**config.mk**
```make
export PLATFORM = sky130hd
export DESIGN_NAME = keypad_scanner
export DESIGN_NICKNAME = d
export VERILOG_FILES = /design/src/rtl/keypad_scanner.sv
export SDC_FILE = /design/constraint.sdc
export NUM_CORES = 1
export LEC_CHECK = 0
export ABC_AREA = 1
export CAP_MARGIN = 20
export CORE_MARGIN = 2
export CORE_UTILIZATION = 50
export DETAILED_ROUTE_END_ITERATION = 12
export DONT_BUFFER_PORTS = 1
export HOLD_SLACK_MARGIN = 0.15
export PLACE_DENSITY = 0.64
export SYNTH_ARGS = -nofsm -noshare
export SYNTH_HDL_FRONTEND = slang
export SYNTH_SLANG_ARGS = --single-unit
export TNS_END_PERCENT = 30
```
**constraint.sdc**
```tcl
create_clock -name clk0 -period 2.85 [get_ports clk0]
set_input_delay 0.57 -clock clk0 [delete_from_list [all_inputs] [get_ports clk0]]
set_output_delay 0.57 -clock clk0 [all_outputs]
set_load 0.005 [all_outputs]
```
**src/rtl/keypad_scanner.sv**
```systemverilog
// 4x4 matrix keypad scanner: strobes rows, synchronises columns, classifies each full
// scan as a single hit or nothing, and debounces press/release over whole scans.
module keypad_scanner #(
   parameter int TICK_DIV       = 50000,
   parameter int DEBOUNCE_SCANS = 4
) (
   input  logic       clk0,
   input  logic       rst,
   input  logic [3:0] col,
   output logic [3:0] row,
   output logic [3:0] key,
   output logic       key_valid,
   output logic       key_down
);

   localparam int TW = (TICK_DIV > 1) ? $clog2(TICK_DIV) : 1;
   localparam int CW = $clog2(DEBOUNCE_SCANS + 1);
   localparam logic [TW-1:0] TICK_LAST = TW'(TICK_DIV - 1);
   localparam logic [CW:0]   CNT_DONE  = (CW + 1)'(DEBOUNCE_SCANS);

   typedef enum logic [1:0] {IDLE, DEBOUNCE, PRESSED, RELEASE} state_t;

   logic [3:0]    col_m_q, col_s_q;
   logic [TW-1:0] tick_cnt_q, tick_cnt_d;
   logic [1:0]    idx_q, idx_d;
   logic [1:0]    nkeys_q, nkeys_d;
   logic [3:0]    code_q, code_d;
   state_t        state_q, state_d;
   logic [3:0]    cand_q, cand_d;
   logic [CW-1:0] cnt_q, cnt_d;
   logic [3:0]    key_q, key_d;
   logic          key_valid_q, key_valid_d;
   logic          key_down_q, key_down_d;

   logic          tick, scan_done, scan_hit;
   logic [2:0]    row_hits, total;
   logic [1:0]    col_idx;
   logic [3:0]    scan_code;
   logic [CW:0]   cnt_inc;

   assign row       = ~(4'b0001 << idx_q);
   assign key       = key_q;
   assign key_valid = key_valid_q;
   assign key_down  = key_down_q;

   assign tick      = (tick_cnt_q == TICK_LAST);
   assign scan_done = tick && (idx_q == 2'd3);

   // Closed keys on the row currently driven; col_idx ends on the lowest closed column.
   always_comb begin
      row_hits = 3'd0;
      col_idx  = 2'd0;
      for (int c = 3; c >= 0; c--) begin
         if (!col_s_q[c]) begin
            row_hits = row_hits + 3'd1;
            col_idx  = 2'(c);
         end
      end
   end

   assign total     = {1'b0, nkeys_q} + row_hits;
   assign scan_hit  = scan_done && (total == 3'd1);
   assign scan_code = (nkeys_q == 2'd1) ? code_q : {idx_q, col_idx};
   assign cnt_inc   = {1'b0, cnt_q} + 1'b1;

   always_comb begin
      tick_cnt_d = tick ? '0 : tick_cnt_q + 1'b1;
      idx_d      = tick ? idx_q + 2'd1 : idx_q;
      nkeys_d    = nkeys_q;
      code_d     = code_q;
      if (tick) begin
         if (idx_q == 2'd3) begin
            nkeys_d = 2'd0;
            code_d  = 4'd0;
         end else begin
            // Count saturates at 2: anything beyond one key is already a reject.
            nkeys_d = (total >= 3'd2) ? 2'd2 : total[1:0];
            if (nkeys_q == 2'd0 && row_hits == 3'd1) code_d = {idx_q, col_idx};
         end
      end
   end

   always_comb begin
      state_d     = state_q;
      cand_d      = cand_q;
      cnt_d       = cnt_q;
      key_d       = key_q;
      key_valid_d = 1'b0;
      key_down_d  = key_down_q;
      if (scan_done) begin
         case (state_q)
            IDLE: begin
               if (scan_hit) begin
                  cand_d = scan_code;
                  if (DEBOUNCE_SCANS == 1) begin
                     state_d     = PRESSED;
                     key_d       = scan_code;
                     key_valid_d = 1'b1;
                     key_down_d  = 1'b1;
                  end else begin
                     state_d = DEBOUNCE;
                     cnt_d   = CW'(1);
                  end
               end
            end
            DEBOUNCE: begin
               if (scan_hit && scan_code == cand_q) begin
                  if (cnt_inc >= CNT_DONE) begin
                     state_d     = PRESSED;
                     key_d       = cand_q;
                     key_valid_d = 1'b1;
                     key_down_d  = 1'b1;
                  end else begin
                     cnt_d = cnt_inc[CW-1:0];
                  end
               end else if (scan_hit) begin
                  cand_d = scan_code;
                  cnt_d  = CW'(1);
               end else begin
                  state_d = IDLE;
               end
            end
            PRESSED: begin
               if (!(scan_hit && scan_code == key_q)) begin
                  if (DEBOUNCE_SCANS == 1) begin
                     state_d    = IDLE;
                     key_down_d = 1'b0;
                  end else begin
                     state_d = RELEASE;
                     cnt_d   = CW'(1);
                  end
               end
            end
            RELEASE: begin
               if (scan_hit && scan_code == key_q) begin
                  state_d = PRESSED;
               end else if (scan_hit) begin
                  cnt_d = '0;
               end else if (cnt_inc >= CNT_DONE) begin
                  state_d    = IDLE;
                  key_down_d = 1'b0;
               end else begin
                  cnt_d = cnt_inc[CW-1:0];
               end
            end
            default: state_d = IDLE;
         endcase
      end
   end

   always_ff @(posedge clk0 or negedge rst) begin
      if (!rst) begin
         col_m_q     <= 4'hF;
         col_s_q     <= 4'hF;
         tick_cnt_q  <= '0;
         idx_q       <= 2'd0;
         nkeys_q     <= 2'd0;
         code_q      <= 4'd0;
         state_q     <= IDLE;
         cand_q      <= 4'd0;
         cnt_q       <= '0;
         key_q       <= 4'd0;
         key_valid_q <= 1'b0;
         key_down_q  <= 1'b0;
      end else begin
         col_m_q     <= col;
         col_s_q     <= col_m_q;
         tick_cnt_q  <= tick_cnt_d;
         idx_q       <= idx_d;
         nkeys_q     <= nkeys_d;
         code_q      <= code_d;
         state_q     <= state_d;
         cand_q      <= cand_d;
         cnt_q       <= cnt_d;
         key_q       <= key_d;
         key_valid_q <= key_valid_d;
         key_down_q  <= key_down_d;
      end
   end

endmodule

```
After elaboration in Yosys (flattened, before gate mapping)
Cells that the tools add are included.
Widths: inputs -> output; s select.
Word-level totals
  output and inout bits: 10
  flip-flop bits (word level): 47
  word-level logic and storage cells: 104
  input port bits: 6
Operators by class
  bitwise operators: 1
  $add $sub $neg: 7
  equality and inequality tests: 22
  reductions and logical operators: 16
  shift-type cells: 1
  multiplexer cells: 43
  magnitude comparators: 2
Operators by type and width (number)
  $mux 2: 14
  $mux 3: 9
  $mux 4: 5
  $add 16x1->16 const B: 1
  $eq 16x16->1 const B: 1
  $mux 16: 1
  $ne 2x2->1 const B: 8
  $reduce_and 7->1: 2
  $ne 3x3->1 const B: 4
  $pmux 3 s4: 1
  $mux 1: 10
  $add 3x1->3 const B: 3
  $eq 4x4->1: 2
  $pmux 2 s4: 1
  $pmux 4 s2: 1
  $eq 2x2->1 const B: 3
  $eq 3x1->1 const B: 2
  $reduce_and 3->1: 2
  $reduce_bool 2->1: 3
  $logic_and 1x1->1: 5
  $add 3x1->4 const B: 1
  $eq 2x1->1 const B: 2
  $ge 4x3->1 const B: 1
  $logic_not 2->1: 2
  other kinds (8): 8

Longest topological paths before layout
Gate-level depths: netlist of run 1.
  depth after elaboration: 14
  depth in mapped cells: 22
  gate-level depth less buffers: 22

Worst setup path before layout of run 1
OpenSTA, ideal clock, no wires.
  path kind: reg2reg
  from: register col_s_q[2]
  to: register state_q[0]
  data arrival time: 2.935 ns
  library setup time: 0.113 ns
  stages on the path, launching flop included: 21
  buffers on the path: 0
  required time: 2.737 ns
  period minus slack after synthesis: 3.048 ns
  slack: -0.198 ns
  cells stage by stage: dfstp_2 -> inv_1 -> ha_1 -> inv_1 -> nand2_1 -> nand2_1 -> inv_1 -> ha_1 -> nand2_1 -> nand2_1 -> fa_1 -> nor2_1 -> nand3_4 -> nor2_4 -> nand3_2 -> nand2_1 -> nand2_1 -> nand2_1 -> nand2_1 -> nand2_1 -> inv_1
On the way
  word-level cells in the longest chain between the ends: 11
  elaborated cells on any way between the ends: 26
  those cells by class: add/sub: 3; eq/ne: 9; mux: 10; reduce/logical: 4
RTL lines
  start, declared: line 23  | logic [3:0] col_m_q, col_s_q;
  start signal, assigned: line 167  | col_s_q <= col_m_q;
  $mux 3: line 54  | if (!col_s_q[c]) begin
  $add 3x1->3: line 55  | row_hits = row_hits + 3'd1;
  $mux 3: line 54
  $add 3x1->3: line 55
  $mux 3: line 54
  $add 2x3->3: line 61  | assign total = {1'b0, nkeys_q} + row_hits;
  $eq 3x1->1: line 62  | assign scan_hit = scan_done && (total == 3'd1);
  $logic_and 1x1->1: line 62
  $logic_and 1x1->1 (on tied branches): line 124, 135, 107
  $ne 3x3->1 (no line), or another cell as far along
  $reduce_and 7->1 (no line) or $pmux 2 s4 (tied branches)
  end signal, assigned: line 172  | state_q <= state_d;
  end, declared: line 28  | state_t state_q, state_d;
Parallel ways exist; a longest one is shown, timed or not.
A chain may end at the register's enable or synchronous reset.

Final worst setup path of run 1
  from: register col_s_q[3]
  to: register state_q[0]
On the way
  word-level cells in the longest chain between the ends: 13
  elaborated cells on any way between the ends: 29
  those cells by class: add/sub: 4; eq/ne: 9; mux: 12; reduce/logical: 4
RTL lines (line)
  $mux 1: 54
  $add 3x1->3: 55
  $mux 3: 54
  $add 3x1->3: 55
  $mux 3: 54
  $add 3x1->3: 55
  $mux 3: 54
  $add 2x3->3: 61
  $eq 3x1->1: 62
  $logic_and 1x1->1: 62
  $logic_and 1x1->1 (on tied branches): 124, 135, 107
  $ne 3x3->1 (no line), or another cell as far along
  $reduce_and 7->1 (no line) or $pmux 2 s4 (tied branches)
Parallel ways exist; a longest one is shown, timed or not.

==> results of run 1 <==
worst paths after layout:
| check | endpoint | slack [ps] | cells after the start |
|---|---|---|---|
| worst max-delay path | state_q[0] | -160 | 19 |
| min in group asynchronous | key[1] | 740 | 2 |
| max in group asynchronous | col_s_q[1] | 1810 | 2 |
| worst min-delay path | col_m_q[2] | 250 | 0 |
| worst max register to register | state_q[0] | -160 | 19 |
| worst min register to register | col_s_q[2] | 360 | 0 |
through the flow:
step	hold slack, ps	power [mW]	area (sq um)
finish	251	1.34	3440
global route	231	1.40	3440
CTS	240	1.35	3400
detailed placement	276	0.793	3170
global placement	276	0.792	3170
floorplan	274	0.766	3030
power groups by stage:
| stage | Sequential (mW) | Clock (mW) | Combinational, mW |
|---|---|---|---|
| 2_1_floorplan | 0.693 | 0 | 0.0737 |
| 3_3_place_gp | 0.694 | 0 | 0.0974 |
| 3_5_place_dp | 0.695 | 0 | 0.0987 |
| 4_1_cts | 0.682 | 0.530 | 0.141 |
| 5_1_grt | 0.683 | 0.553 | 0.162 |
| 6_report | 0.682 | 0.511 | 0.146 |
worst register-to-register path, stage by stage (launching register included):
cell and delay (ps):
dfstp_2 550, inv_2 50, ha_4 260, nand2_1 80, nand2_4 90, inv_2 50, ha_4 250, nand2_2 40
nand2_2 80, fa_2 470, nor2_4 130, nand3_4 150, nor2_4 220, nand3_4 110, nand2_2 110, nand2_2 60
nand2_1 90, nand2_1 50, nand2_1 50, inv_1 30
state kept, by name, summed over array words and instances, names as in the netlist:
register / cells
code_q: 4
idx_q: 2
state_q: 2
key_valid: 1
tick_cnt_q: 16
col_m_q: 4
cand_q: 4
key: 4
col_s_q: 4
cnt_q: 3
nkeys_q: 2
key_down: 1
layout make-up:
class,count,area (sq um)
well taps,75,93.8
clock buffers,5,68.8
flip-flops and latches,47,1190
fillers,522,2410
repair buffers,13,124
multi-input cells,283,1670
inverters,68,255
clock inverters,3,46.3
cells by family (layout without fill, tap and decap cells):
group | Yosys count | in the layout
buffers and inverters | 70 | 89
and+or+nand+nor | 213 | 215
xor gates and xnor gates | 6 | 6
DFF | 47 | 47
muxes | 1 | 1
adders and majority gates | 15 | 15
AOI/OAI and AO/OA | 46 | 46
placed cells by master, fill, tap and decap left out, types with 3 or more instances in the layout:
cell      netlist  routed
nand2_1       101      95
inv_1          60      56
dfrtp_1        39      39
nand3_1        37      37
nor2_1         33      32
o21ai_0        18      17
inv_2           8      12
ha_1           14      11
a21oi_1        10      10
buf_4           0      10
o21ai_1         9       9
nand4_1         9       9
dfstp_2         8       8
nand2_2         2       7
nor2_4          5       7
nand2_4         4       5
xor2_1          6       5
nand3_2         5       5
clkbuf_8        0       5
nor4_1          4       4
nor2_2          3       3
nor3_1          3       3
what timing repair did:
item | 4_1_cts | 5_1_grt
endpoints found under the setup margin | 13 | 16
pin swaps | 17 | 12
resized for setup | 9 | 7
hold endpoints to repair | 47 | 0
hold buffers | 2 | 0
cloned | 2 | 0
buffers inserted | 3 | 1
per-layer routing:
layer  routed length (um)  GRT usage, %  vias to the layer above
met5                    0             0                        -
met4                   29          4.00                        0
met3                  210          4.40                        5
met2                 3030          34.3                       32
met1                 3080          29.0                     1103
li1                     -             -                     1319
==> results.cfg, run 1 <==
[outcome]
status = finished with violations
failed_checks = negative setup slack

[global_routing]
grt_pass1_wl_um = 10900
grt_max_degree = 48
grt_pass1_vias = 2357
antenna_found_initial = 0
overflow = 0
grt_usage_pct = 21.0

[clock_tree]
cts_tree = yes
htree_levels = 2
path_clk_slew_ps = 90
cts_buffers = 5
clock_path_buffers = 2
cts_root_buffer = clkbuf_8
clock_latency_ps = 310
numClockSinks = 47

[finish]
fin_cells = 494
drive_gt1_share_pct = 19.1
areaGrowthSynthToFinish_pct = 14.3
diodes = 0
fin_nets = 439
fin_util_pct = 58.8

[detailed_routing]
vias_per_cell = 4.98
drtIter0Drc = 119
dr.pass1.iters = 4
drc_errors = 0
drt-total-wl_um = 6350
vias = 2459
ant_nets = 0
wl_per_cell_um = 12.9

[power]
p_sw_uw = 339
cell_internal_pwr_uw = 1000
clock_power_share_pct = 38.2
power_frac_seq_pct = 50.9
irDropWorstVdd_v = 0.000231
p_sw_share_pct = 25.3
p_leak_nw = 1.66
combPwrFrac_pct = 10.9
power_density_nw_per_um2 = 389

[timing]
hold_viol = 0
finalWorstSetupSlack_ps = -159
fin_tns_setup_ps = -552
setup_viol = 6
maxSlewViolCount = 0
tightest_slew_ps = 589
slew_headroom_pct = 60.6
fin_crit_sh_pct = 106
fmax_ghz = 0.332
post-route-min-period_ps = 3010
fin_skew_ps = 8.66
rsz0062_at_grt = yes

[logic_synthesis]
synth-simple-area-share_pct = 34.7
synthDistinctLibCells = 37
synth_top_family_by_area = simple AND/OR/NAND/NOR gates
ys_seq_area_share_pct = 39.4
synth-compound-area-share_pct = 8.48
syn_avg_cell_area_sq_um = 7.56
synthTopCellsByArea = dfrtp_1 (32%), nand2_1 (13%), inv_1 (7.5%)
synth_top_area_cell = dfrtp_1
netlist_area_sq_um = 3010
synthXorXnorAreaFrac_pct = 1.75
synthFlopType = dfrtp_1
ys_seq_elements = 47
yosysWarningCount = 0
synth.most_common_cell = nand2_1
synth.top_cells.by_count = nand2_1 (101), inv_1 (60), dfrtp_1 (39)
syn_nets = 419
yosysTopAreaCellShare_pct = 32.4
synth_adder_area_share_pct = 6.49
synthMuxAreaShare_pct = 0.374
synth-edff-count = 0
async_reset_ff_share_pct = 100
syn_inst = 398

[die]
core_sq_um = 5850
pin_count = 16
die_h_um = 81.6
dieArea_sq_um = 6650
num_rows = 28
die_w_um = 81.6
start_util_pct = 51.4

[critical_path]
crit_path_cell_trace = inv_2 -> ha_4 -> nand2_1 -> nand2_4 -> inv_2 -> ha_4 -> nand2_2 -> nand2_2 -> fa_2 -> nor2_4 -> nand3_4 -> nor2_4 -> nand3_4 -> nand2_2 -> nand2_2 -> nand2_1 -> nand2_1 -> nand2_1 -> inv_1
worstSetupStartpoint = col_s_q[3]
crit_buf_inv = 3
path_class = register to register
critPathCaptureType = register
critPathMaxStageDelay_ps = 550
critPathTopFamily = simple AND/OR/NAND/NOR gates
path_max_fanout = 5
worstPathRequired_ps = 3060
r2r-start = col_s_q[3]
crit_slowest_cell = dfstp_2
critPathArrivalTime_ps = 3220
cp-start-kind = register

[placement]
io_buffers = 0
place_congestion = 0.830
pre_cts_ws_ps = -161
place.detailed.hpwl_um = 4620
dp.cells = 478

[job]
cap_violations = 0

[hold_path]
min_path_type = primary input to register
min-delay-start = col[2]
Power figures use the tool's default switching activity.
==> inputs of run 2 (changes only) <==
CELL_PAD_IN_SITES_DETAIL_PLACEMENT = 1   (was unset)
CELL_PAD_IN_SITES_GLOBAL_PLACEMENT = 2   (was unset)
CORE_UTILIZATION = 34   (was 50)
PLACE_DENSITY = 0.72   (was 0.64)
==> run 2 against run 1 <==
The run still ends with negative setup slack left. Global-route usage down 3.6 points. Via count rose by 6.0%. Non-clock buffer count rose by 2. Critical path type unchanged. First-iteration DRC count decreased by 13%.
==> results.cfg, run 2 (same netlist as run 1, synthesis figures left out) <==
[clock_tree]
numClockSinks = 47
clock_latency_ps = 320
clock_path_buffers = 2
cts_tree = yes
cts_buffers = 5
htree_levels = 2
cts_root_buffer = clkbuf_8
path_clk_slew_ps = 100

[detailed_routing]
drc_errors = 0
vias = 2607
drtIter0Drc = 103
vias_per_cell = 4.93
dr.pass1.iters = 4
wl_per_cell_um = 14.3
ant_nets = 0
drt-total-wl_um = 7570

[outcome]
failed_checks = negative setup slack
status = finished with violations

[timing]
tightest_slew_ps = 655
fmax_ghz = 0.332
fin_skew_ps = 10.3
maxSlewViolCount = 0
slew_headroom_pct = 56.1
fin_crit_sh_pct = 106
finalWorstSetupSlack_ps = -163
post-route-min-period_ps = 3010
setup_viol = 14
hold_viol = 0
rsz0062_at_grt = yes

[finish]
layout_common_cells = nand2_1 (95), inv_1 (56), dfrtp_1 (39)
areaGrowthSynthToFinish_pct = 14.8
diodes = 0
fin_area_sq_um = 3450
fin_util_pct = 40.0
largest_reg_flops = 16
final_common_cell = nand2_1
regMostFlops = tick_cnt_q
drive_gt1_share_pct = 19.0
fin_nets = 441

[critical_path]
worstPathRequired_ps = 3070
critPathArrivalTime_ps = 3230
reg2regPathDepth = 19
worstSetupStartpoint = col_s_q[3]
critPathCaptureType = register
crit_path_end = state_q[0]
r2r-start = col_s_q[3]
path_class = register to register
cp-start-kind = register
path_max_fanout = 5
worst-r2r-setup-slack_ps = -160
reg2reg_to = state_q[0]

[placement]
placed_cell_area_sq_um = 3230
io_buffers = 0
place.detailed.hpwl_um = 5650
place_congestion = 0.788

[global_routing]
grt_max_degree = 48
met1_usage_pct = 23.4
grt_pass1_wl_um = 13500
grt_use_met2_pct = 29.5
grt_usage_pct = 17.4
antenna_found_initial = 0
use_met3_pct = 3.01
top_usage_layer = met2
overflow = 0
grt_pass1_vias = 2704

[die]
num_rows = 34
die_h_um = 98.1
die_w_um = 98.1
core_sq_um = 8640
dieArea_sq_um = 9620
start_util_pct = 34.8
pin_count = 16

[job]
cap_violations = 0

[power]
irDropWorstVdd_v = 0.000253
power_density_nw_per_um2 = 366
p_leak_nw = 1.67

[hold_path]
min_path_type = primary input to register
-- run 2: worst min-delay path by stage --
stage	slack, ps	to	cells after the start	from
final	240	col_m_q[2]	0	col[2]
after global routing	210	col_m_q[2]	0	col[2]
after CTS	230	col_m_q[3]	0	col[3]
after detailed placement	280	key[0]	0	rst
after global placement	280	cand_q[0]	0	rst
after floorplan	270	cand_q[0]	0	rst
-- run 2: timing repair --
action                                  in CTS  in global routing
pin swaps                                   14                  8
setup buffers                                3                  0
gates resized for setup                      8                  3
endpoints found under the setup margin      15                 15
cloned                                       2                  0
hold buffers                                 2                  0
endpoints found under the hold margin       47                  0
-- run 2: area by class of cell --
cell class | count | area (sq um)
flip-flops and latches | 47 | 1190
inverters | 68 | 255
multi-input cells | 283 | 1650
well taps | 108 | 135
fillers | 1064 | 5180
clock buffers | 5 | 68.8
clock inverters | 3 | 22.5
repair buffers | 15 | 135
-- run 2: power breakdown --
group / leakage (nW) / internal [mW] / switching [mW] / total, mW
logic: 1.00 / 0.0588 / 0.0886 / 0.147
clock network: 0.0485 / 0.177 / 0.260 / 0.436
registers: 0.615 / 0.677 / 0.00469 / 0.682
total: 1.67 / 0.912 / 0.353 / 1.27
-- run 2: routing by layer --
metal  share of wire (%)  vias to the layer above
met4                0.91                        0
met3                 2.6                        7
met2                  47                       26
met5                   0                        -
li1                    -                     1322
met1                  49                     1252
-- run 2: through the flow --
step	power (mW)	hold slack, ps	setup TNS (ps)	setup WS [ps]	instances
final	1.27	244	-1140	-163	529
after CTS	1.30	227	-1530	-202	529
after detailed placement	0.800	276	-2240	-213	514
after global placement	0.798	276	-1200	-115	514
after floorplan	0.766	274	-15.4	-10.8	398
after global routing	1.34	209	-4360	-377	529
-- run 2: critical path: stages (launching register included) --
cell	delay, ps
dfstp_2	550
inv_2	50
ha_4	270
inv_2	40
nand2_2	60
nand2_4	60
xor2_2	170
inv_1	60
ha_2	170
fa_1	510
nor2_4	140
nand3_4	170
nor2_4	190
nand3_2	110
nand2_2	100
nand2_2	50
nand2_1	80
nand2_1	50
nand2_1	60
inv_1	40
==> inputs of run 3 (changes only) <==
CORE_UTILIZATION = 35   (was 34)
CTS_BUF_LIST = sky130_fd_sc_hd__clkbuf_4   (was unset)
PLACE_DENSITY = 0.74   (was 0.72)
SETUP_SLACK_MARGIN = 0.05   (was unset)
==> run 3 against run 2 <==
Routed wire length increased by 1.3%. Sequential share of layout area decreased by 0.55 points. Critical path depth increased by 1. Cell area increased by 1.6%. Die area decreased by 2.7%. Via count increased by 1.7%. Clock power decreased by 4%. Highest routed layer unchanged. Critical path type unchanged. Cell count increased by 0.19%. Combinational power increased by 5%. Setup slack got worse by 79 ps. The run still ends with negative setup slack left.
==> results.cfg, run 3 (same netlist as run 1, synthesis figures left out) <==
[outcome]
status = finished with violations
failed_checks = negative setup slack

[critical_path]
critPathArrivalTime_ps = 3380
cp-start-kind = register
worstSetupPathDepth = 20
critPathCaptureType = register
path_max_fanout = 5
worstPathRequired_ps = 3140
crit_top_cell = nand2_2
reg2regPathDepth = 20
path_class = register to register
crit_slowest_cell = dfstp_2
critPathMaxStageDelay_ps = 570
crit_path_cell_trace = inv_2 -> ha_4 -> inv_2 -> nand2_2 -> nand2_2 -> inv_2 -> ha_4 -> nand2_2 -> nand2_2 -> fa_2 -> nor2_4 -> nand3_4 -> nor2_4 -> nand3_2 -> nand2_2 -> nand2_2 -> nand2_1 -> nand2_1 -> nand2_1 -> inv_1
critPathTopFamily = simple AND/OR/NAND/NOR gates
crit_buf_inv = 4

[timing]
setup_viol = 13
fmax_ghz = 0.323
fin_skew_ps = 17.0
finalWorstSetupSlack_ps = -242
rsz0062_at_grt = yes
fin_tns_setup_ps = -1570
fin_crit_sh_pct = 108
post-route-min-period_ps = 3090
slew_headroom_pct = 59.8
tightest_slew_ps = 599
hold_viol = 0
maxSlewViolCount = 0

[power]
p_leak_nw = 1.68
irDropWorstVdd_v = 0.000193
power_density_nw_per_um2 = 358

[clock_tree]
cts_tree = yes
cts_root_buffer = clkbuf_4
numClockSinks = 47
clock_path_buffers = 2
htree_levels = 2
clock_latency_ps = 380
path_clk_slew_ps = 150
cts_buffers = 5

[finish]
largest_reg_flops = 16
layout_common_cells = nand2_1 (93), inv_1 (56), dfrtp_1 (39)
diodes = 0
regMostFlops = tick_cnt_q
areaGrowthSynthToFinish_pct = 16.7
final_common_cell = nand2_1
fin_nets = 445
fin_area_sq_um = 3510
drive_gt1_share_pct = 20.5
fillCellCount = 1041

[die]
die_w_um = 96.7
dieArea_sq_um = 9350
core_sq_um = 8260
start_util_pct = 36.4
die_h_um = 96.7
num_rows = 33
pin_count = 16

[global_routing]
grt_pass1_wl_um = 13300
grt_pass1_vias = 2717
antenna_found_initial = 0
overflow = 0
grt_usage_pct = 17.1
grt_max_degree = 48

[detailed_routing]
ant_nets = 0
vias = 2651
vias_per_cell = 5.00
dr.pass1.iters = 4
drtIter0Drc = 95
wl_per_cell_um = 14.5
drt-total-wl_um = 7670
drc_errors = 0

[placement]
placed_cell_area_sq_um = 3220
io_buffers = 0
pre_cts_ws_ps = -203
place_congestion = 0.803
place.detailed.hpwl_um = 5680

[job]
cap_violations = 0

[hold_path]
holdPathStages = 0
min_path_type = register to register
[run 3: cell count changes in the layout (fill, tap and decap cells not counted), moves of 2 or more]
cell,change
clkbuf_4,+5
clkbuf_8,-5
dlygate4sd3_1,+4
nand2_2,+3
nand2_1,-2
o21ai_0,-2
o21ai_2,+2
[run 3: final timing paths]
check / start / to / slack (ps)
setup / recovery: col_s_q[2] / state_q[0] / -240
hold / removal: col_m_q[0] / col_s_q[0] / 370
setup reg to reg: col_s_q[2] / state_q[0] / -240
hold reg to reg: col_m_q[0] / col_s_q[0] / 370
max in group asynchronous: rst / col_m_q[3] / 1860
min in group asynchronous: rst / cand_q[0] / 700
[run 3: what timing repair did]
| action | 4_1_cts | 5_1_grt |
|---|---|---|
| hold buffers | 6 | 0 |
| setup endpoints to repair | 15 | 15 |
| cloned | 2 | 0 |
| hold endpoints to repair | 51 | 0 |
| gates resized for setup | 4 | 17 |
| pin swaps | 1 | 18 |
| buffers inserted | 3 | 1 |
[run 3: metal layers]
| layer | vias up | wire length [um] | part of all wire [%] | global-route usage [%] |
|---|---|---|---|---|
| li1 | 1329 | - | - | - |
| met1 | 1282 | 3870 | 50 | 23.7 |
| met2 | 29 | 3500 | 46 | 27.6 |
| met3 | 11 | 163 | 2.1 | 3.25 |
| met4 | 0 | 131 | 1.7 | 4.44 |
| met5 | - | 0 | 0 | 0 |
[run 3: cell type report]
type	count	area, sq um	area share (%)
flip-flops and latches	47	1190	33.8
repair buffers	19	175	4.99
clock buffers	5	37.5	1.07
well taps	105	131	3.74
multi-input cells	283	1680	47.9
clock inverters	3	43.8	1.25
inverters	68	255	7.27
[run 3: where the power goes]
group / leakage (nW) / switching [mW] / internal (mW) / total, mW
sequential: 0.615 / 0.00496 / 0.678 / 0.683
clock: 0.0452 / 0.235 / 0.185 / 0.420
combinational: 1.02 / 0.0934 / 0.0618 / 0.155
total: 1.68 / 0.334 / 0.924 / 1.26
[run 3: worst register-to-register path: cells and delay by family (launching register included)]
| family | cells | cell delay, ps |
|---|---|---|
| flip-flops | 1 | 570 |
| adder cells (fa/ha/maj) | 3 | 980 |
| AND/OR/NAND/NOR | 13 | 1280 |
| buffers and inverters | 4 | 190 |
[run 3: metrics by stage]
step,cells,hold slack [ps],power [mW],utilization (%)
after floorplan,398,274,0.766,-
after global placement,510,276,0.794,39.0
after detailed placement,510,276,0.796,39.0
after CTS,529,368,1.27,41.7
after global routing,530,374,1.32,42.5
final,530,366,1.26,42.5
